--- src/rtl/pe_act_broadcast_pkg.sv ---
// ============================================================================
// Module : pe_act_broadcast_pkg
// Brief  : Shared types for the PE activation broadcast transmit side.
// Rev    : 1.0 - initial release
// ============================================================================
`default_nettype none

package pe_act_broadcast_pkg;

    localparam int c_pe_idx_w = 6;

    typedef enum logic {
        ACT_DIR_BANK0 = 1'b0,
        ACT_DIR_BANK1 = 1'b1
    } act_dir_t;

    typedef enum logic [2:0] {
        ST_IDLE  = 3'd0,
        ST_SCAN  = 3'd1,
        ST_WAIT  = 3'd2,
        ST_TERM  = 3'd3,
        ST_FLUSH = 3'd4
    } bcast_state_t;

endpackage

`default_nettype wire

--- src/rtl/pe_bcast_fifo2.sv ---
// ============================================================================
// Module : pe_bcast_fifo2
// Brief  : Two-entry packet FIFO with occupancy count and same-cycle push/pop.
// Rev    : 1.0 - initial release
// ============================================================================
`default_nettype none

module pe_bcast_fifo2 #(
    parameter int WIDTH = 26
) (
    input  logic             clk,
    input  logic             rst,
    input  logic             i_push,
    input  logic [WIDTH-1:0] i_push_data,
    input  logic             i_pop,
    output logic [1:0]       o_occ,
    output logic             o_valid,
    output logic [WIDTH-1:0] o_data
);

    logic [WIDTH-1:0] r_mem [2];
    logic             r_wr_ptr;
    logic             r_rd_ptr;
    logic [1:0]       r_occ;

    always_ff @(posedge clk or posedge rst) begin
        if (rst) begin
            for (int i = 0; i < 2; i++) begin
                r_mem[i] <= '0;
            end
            r_wr_ptr <= 1'b0;
            r_rd_ptr <= 1'b0;
            r_occ    <= 2'd0;
        end else begin
            if (i_push) begin
                r_mem[r_wr_ptr] <= i_push_data;
                r_wr_ptr        <= ~r_wr_ptr;
            end
            if (i_pop) begin
                r_rd_ptr <= ~r_rd_ptr;
            end
            case ({i_push, i_pop})
                2'b10:   r_occ <= r_occ + 2'd1;
                2'b01:   r_occ <= r_occ - 2'd1;
                default: r_occ <= r_occ;
            endcase
        end
    end

    assign o_occ   = r_occ;
    assign o_valid = (r_occ != 2'd0);
    assign o_data  = r_mem[r_rd_ptr];

endmodule

`default_nettype wire

--- src/rtl/pe_act_broadcast.sv ---
// ============================================================================
// Module : pe_act_broadcast
// Brief  : Scans this PE's activation slice, drops zeros, and broadcasts
//          {global_idx, value} packets followed by an all-zero terminator.
// Rev    : 1.0 - initial release
// ============================================================================
`default_nettype none

module pe_act_broadcast
    import pe_act_broadcast_pkg::*;
#(
    parameter int NUM_PE   = 64,
    parameter int ADDR_W   = 10,
    parameter int DATA_W   = 16,
    parameter int ACT_NO_W = 6
) (
    input  logic                     clk,
    input  logic                     rst,
    input  logic [c_pe_idx_w-1:0]    pe_idx,
    input  logic                     pe_start_broadcast,
    input  logic                     act_regfile_dir,
    input  logic [ACT_NO_W-1:0]      in_act_no,
    output logic                     act_rd_en,
    output logic                     act_rd_bank,
    output logic [ACT_NO_W-1:0]      act_rd_addr,
    input  logic [DATA_W-1:0]        act_rd_data,
    output logic                     pkt_valid,
    input  logic                     pkt_ready,
    output logic [ADDR_W+DATA_W-1:0] pkt_data,
    output logic                     bcast_busy,
    output logic                     bcast_done
);

    localparam int PKT_W    = ADDR_W + DATA_W;
    localparam int PE_SHIFT = $clog2(NUM_PE);

    bcast_state_t          r_state;
    act_dir_t              r_bank;
    logic [ACT_NO_W-1:0]   r_act_no;
    logic [ACT_NO_W-1:0]   r_addr;
    logic [ACT_NO_W-1:0]   r_inflight_addr;
    logic                  r_inflight;
    logic                  r_done;

    logic [1:0]            w_occ;
    logic                  w_pop;
    logic                  w_issue;
    logic                  w_ret_push;
    logic                  w_term_push;
    logic                  w_push;
    logic [ADDR_W-1:0]     w_gidx;
    logic [PKT_W-1:0]      w_push_data;

    assign w_pop = pkt_valid & pkt_ready;

    // A read is only issued when its return is guaranteed a FIFO slot.
    assign w_issue = (r_state == ST_SCAN) &&
                     (({1'b0, w_occ} + {2'b00, r_inflight}) < (3'd2 + {2'b00, w_pop}));

    assign w_ret_push  = r_inflight && (act_rd_data != '0);
    assign w_term_push = (r_state == ST_TERM) &&
                         ({1'b0, w_occ} < (3'd2 + {2'b00, w_pop}));
    assign w_push      = w_ret_push | w_term_push;

    // NUM_PE is a power of two, so addr*NUM_PE + pe_idx reduces to shift/OR.
    assign w_gidx      = (ADDR_W'(r_inflight_addr) << PE_SHIFT) | ADDR_W'(pe_idx);
    assign w_push_data = w_term_push ? '0 : {w_gidx, act_rd_data};

    always_ff @(posedge clk or posedge rst) begin
        if (rst) begin
            r_state         <= ST_IDLE;
            r_bank          <= ACT_DIR_BANK0;
            r_act_no        <= '0;
            r_addr          <= '0;
            r_inflight_addr <= '0;
            r_inflight      <= 1'b0;
            r_done          <= 1'b0;
        end else begin
            r_done     <= 1'b0;
            r_inflight <= w_issue;
            if (w_issue) begin
                r_inflight_addr <= r_addr;
                r_addr          <= r_addr + ACT_NO_W'(1);
            end
            case (r_state)
                ST_IDLE: begin
                    if (pe_start_broadcast) begin
                        r_bank   <= act_dir_t'(act_regfile_dir);
                        r_act_no <= in_act_no;
                        r_addr   <= '0;
                        r_state  <= (in_act_no == '0) ? ST_TERM : ST_SCAN;
                    end
                end
                ST_SCAN: begin
                    if (w_issue && (r_addr == (r_act_no - ACT_NO_W'(1)))) begin
                        r_state <= ST_WAIT;
                    end
                end
                ST_WAIT: begin
                    if (!r_inflight) begin
                        r_state <= ST_TERM;
                    end
                end
                ST_TERM: begin
                    if (w_term_push) begin
                        r_state <= ST_FLUSH;
                    end
                end
                ST_FLUSH: begin
                    // The terminator is always the last entry left in the FIFO.
                    if (w_pop && (w_occ == 2'd1)) begin
                        r_state <= ST_IDLE;
                        r_done  <= 1'b1;
                    end
                end
                default: begin
                    r_state <= ST_IDLE;
                end
            endcase
        end
    end

    pe_bcast_fifo2 #(
        .WIDTH (PKT_W)
    ) u_fifo (
        .clk         (clk),
        .rst         (rst),
        .i_push      (w_push),
        .i_push_data (w_push_data),
        .i_pop       (w_pop),
        .o_occ       (w_occ),
        .o_valid     (pkt_valid),
        .o_data      (pkt_data)
    );

    assign act_rd_en   = w_issue;
    assign act_rd_bank = r_bank;
    assign act_rd_addr = r_addr;
    assign bcast_busy  = (r_state != ST_IDLE);
    assign bcast_done  = r_done;

endmodule

`default_nettype wire

--- config.mk ---
export PLATFORM = sky130hd
export DESIGN_NAME = pe_act_broadcast
export DESIGN_NICKNAME = d
export VERILOG_FILES = /design/src/rtl/pe_act_broadcast_pkg.sv /design/src/rtl/pe_bcast_fifo2.sv /design/src/rtl/pe_act_broadcast.sv
export SDC_FILE = /design/constraint.sdc
export NUM_CORES = 1
export LEC_CHECK = 0
export ABC_AREA = 1
export BUFFER_PORTS_ARGS = -buffer_cell sky130_fd_sc_hd__buf_4
export CORE_ASPECT_RATIO = 1.2
export CORE_UTILIZATION = 30
export CTS_CLUSTER_DIAMETER = 200
export DETAILED_ROUTE_END_ITERATION = 6
export SETUP_SLACK_MARGIN = 0.1
export SYNTH_ARGS = -nofsm -noshare
export SYNTH_HDL_FRONTEND = slang
export SYNTH_HIERARCHICAL = 1
export SYNTH_SLANG_ARGS = --single-unit
--- constraint.sdc ---
create_clock -name clk -period 3.5 [get_ports clk]
set_clock_uncertainty 0.15 [all_clocks]
set_input_delay 0.175 -clock clk [delete_from_list [all_inputs] [get_ports clk]]
set_output_delay 0.175 -clock clk [all_outputs]
set_load 0.02 [all_outputs]
==> metrics <==
period utilization=0.695; CTS Hold Buffers Added=9; Leak=between 2 and 3 nW; crit path DAT=~2.5 ns; post-route ant nets=0; most frequent cells in the layout=nand2_1, inv_1, dfrtp_1, buf_4, o21ai_0; CTS tree=built; sequential-to-total area share from yosys stat=0.460; endpoints failing setup=0; Worst setup EP type=flop; per-cell routed wire length=12.0 µm; worst setup path class=flop to flop; Hold Vio Cnt, Final=0; vias in the first global route=3359; Starting Density=0.307; switching power=2.15 mW; hpwl dp=between 6 and 7 mm; pwr/cell area=949 nW/µm²; MaxCap Viol Count=0; setup TNS=0 ns; CP required=3.58 ns; Achievable Freq=411 MHz; Worst Hold End=bcast_done; largest family of logic cells by synthesized area=simple AND/OR/NAND/NOR gates; post-route design area=about 5300 µm²; initial antenna violation count=0; CP Max Fanout=30; cts bufs inserted=9; Synth Area in Simple Gates=0.231; DIE AREA=around 15000 µm²; residual DRC count=0; nets=between 600 and 700; Mean Syn Cell Area=around 7.7 µm²; worst hold path class=primary input to flop; xor/xnor cell area share of the yosys netlist=0.00826; FP Rows=47; die width=about 110 µm; Slew @ Worst Pin=0.905 ns; Compound-Gate Fraction of Synth Area=0.147; Hold Path Stages=3; worst-skew pair later-pin latency=0.32 ns; clock power share=0.205; IO Count=70; Internal=around 2.9 mW; post-CTS resize count=0; reg2reg path depth=12; Sequential Power Share=0.314; DRT iter0 DRCs=roughly 150; Ant. Diodes=0; # port buffers=69; routed via count=approximately 3500; minimum period implied by the final worst setup slack=~2.4 ns; Core ar.=13800 µm²; Syn Std Cell Area=roughly 4200 µm²; H-tree Lvls=3; DRT Wirelength=~9.5 mm; Syn-to-layout area delta=24.9%; Slew Viols, Final=0; vias per cell=4.44; Longest Clk Path Bufs=2; DRT Pass-1 Iters=4; clk sink count=78; R2R Setup Slk=about 1.1 ns; DP Area=~4900 µm²; layout cell share with drive strength beyond 1=0.238; Cells after Synth=roughly 550; multiplexer area fraction after synthesis=0; Slew headroom=0.396; RSZ-0062 raised after global routing=false; worst r2r dst=u_fifo/r_mem[4]; Worst setup SP type=flop; Overflow after GRT=0; #FFs+latches synth=approximately 80; status=completed; Yosys cell types=32; most common cell after layout, fill and taps aside=nand2_1; pin count of the biggest net entering global routing=54; power share of the combinational group=0.480; Die H=around 130 µm; peak supply drop=between 0.0004 and 0.0005 V; worst r2r src=u_fifo/o_occ[1]; Root Driver=clkbuf_16; hold path start=pkt_ready; sw frac=0.427; post-CTS setup buffers=0; Post-Synth Adder-Cell Area=0.0148; GRT Total Usage=0.135; Mapped Nets=586; Ys Warns=6; global-route wire length before repair=16.1 mm; routability cong.=slightly above 0.8; Reg clk slew, reported paths=roughly 0.060 ns
==> logic make-up after synthesis <==
logic type	after synthesis
buf+inv	136
simple gates	226
fa+ha+maj	5
compound gates	99
flops	78
xor+xnor	4
==> Yosys cell counts <==
cell | count | area [µm²]
a211oi_1 | 1 | 7.51
a21oi_1 | 3 | 15.0
a21oi_2 | 1 | 8.76
buf_2 | 1 | 5.00
buf_6 | 10 | 113
clkbuf_1 | 10 | 37.5
dfrtp_1 | 78 | 1950
ha_1 | 5 | 62.6
inv_1 | 104 | 390
inv_2 | 11 | 41.3
nand2_1 | 150 | 563
nand2_2 | 3 | 18.8
nand2_4 | 1 | 11.3
nand3_1 | 14 | 70.1
nand3_2 | 2 | 20.0
nand4_1 | 2 | 12.5
nand4_2 | 1 | 12.5
nor2_1 | 36 | 135
nor2_2 | 3 | 18.8
nor2_4 | 3 | 33.8
nor3_1 | 2 | 10.0
nor3_2 | 2 | 20.0
nor3_4 | 1 | 16.3
nor4_1 | 5 | 31.3
o211ai_2 | 1 | 12.5
o21ai_0 | 60 | 300
o21ai_1 | 2 | 10.0
o21ai_2 | 30 | 263
o21bai_1 | 1 | 7.51
or2_1 | 1 | 6.26
xnor2_1 | 1 | 8.76
xor2_1 | 3 | 26.3
==> cell type report <==
| class | instances | area, µm² |
|---|---|---|
| clock inverter | 3 | 65.1 |
| inverter | 115 | 432 |
| tap | 171 | 214 |
| timing repair buffer | 82 | 663 |
| fill | 1394 | 8520 |
| sequential | 78 | 1950 |
| multi-input combinational | 334 | 1700 |
| clock buffer | 13 | 270 |
==> layer usage <==
layer / vias up / track usage / wire length (µm)
li1: 1820 / - / -
met1: 1625 / 0.181 / 4530
met2: 82 / 0.219 / 4460
met3: 7 / 0.0322 / 478
met4: 0 / 0.0296 / 67
met5: - / 0 / 0
==> worst max-delay path by stage <==
| stage | slack (ns) | cells past startpoint | end | from |
|---|---|---|---|---|
| 2_1_floorplan | 1.45 | 14 | u_fifo/r_mem[26] | u_fifo/o_occ[1] |
| 3_3_place_gp | 1.13 | 8 | u_fifo/r_mem[13] | act_rd_data[3] |
| 3_5_place_dp | 1.09 | 12 | u_fifo/r_mem[4] | u_fifo/o_occ[1] |
| 4_1_cts | 1.06 | 12 | u_fifo/r_mem[4] | u_fifo/o_occ[1] |
| 5_1_grt | 0.80 | 12 | u_fifo/r_mem[15] | u_fifo/o_occ[1] |
| 6_report | 1.07 | 12 | u_fifo/r_mem[4] | u_fifo/o_occ[1] |
==> state kept, by name (all words and copies together), names as in the netlist <==
register / flops
r_state: 3
u_fifo/r_mem: 52
u_fifo/r_rd_ptr: 1
act_rd_addr: 6
act_rd_bank: 1
r_inflight: 1
u_fifo/r_wr_ptr: 1
r_act_no: 6
bcast_done: 1
u_fifo/o_occ: 2
r_inflight_addr: 4
==> through the flow <==
| step | hold slack [ns] | util | setup slack, ns | instances | power [mW] |
|---|---|---|---|---|---|
| 2_1_floorplan | 0.0142 | - | 1.45 | 548 | 3.32 |
| 3_3_place_gp | 0.213 | 0.353 | 1.13 | 771 | 3.96 |
| 3_5_place_dp | 0.221 | 0.353 | 1.09 | 771 | 4.01 |
| 4_1_cts | 0.000231 | 0.383 | 1.06 | 796 | 5.08 |
| 5_1_grt | 0.0169 | 0.383 | 0.801 | 796 | 5.46 |
| 6_report | 0.00364 | 0.383 | 1.07 | 796 | 5.03 |
==> worst max-delay path, cell delays in order (launching register included) <==
cell and delay (ns):
dfrtp_1 0.44, inv_1 0.10, nand2_1 0.09, nand2_2 0.11
inv_1 0.09, a21oi_1 0.16, inv_1 0.05, nand2_1 0.11
nand2_1 0.09, nand2_1 0.53, buf_12 0.25, nand2_1 0.06
o21ai_0 0.09
==> power groups by stage <==
stage / Combinational (mW) / Clock (mW) / Sequential (mW)
after floorplan: 1.79 / 0 / 1.53
after global placement: 2.38 / 0 / 1.58
after detailed placement: 2.43 / 0 / 1.59
after CTS: 2.45 / 1.05 / 1.58
after global routing: 2.74 / 1.09 / 1.64
final: 2.42 / 1.03 / 1.58
Power figures use the tool's default switching activity.
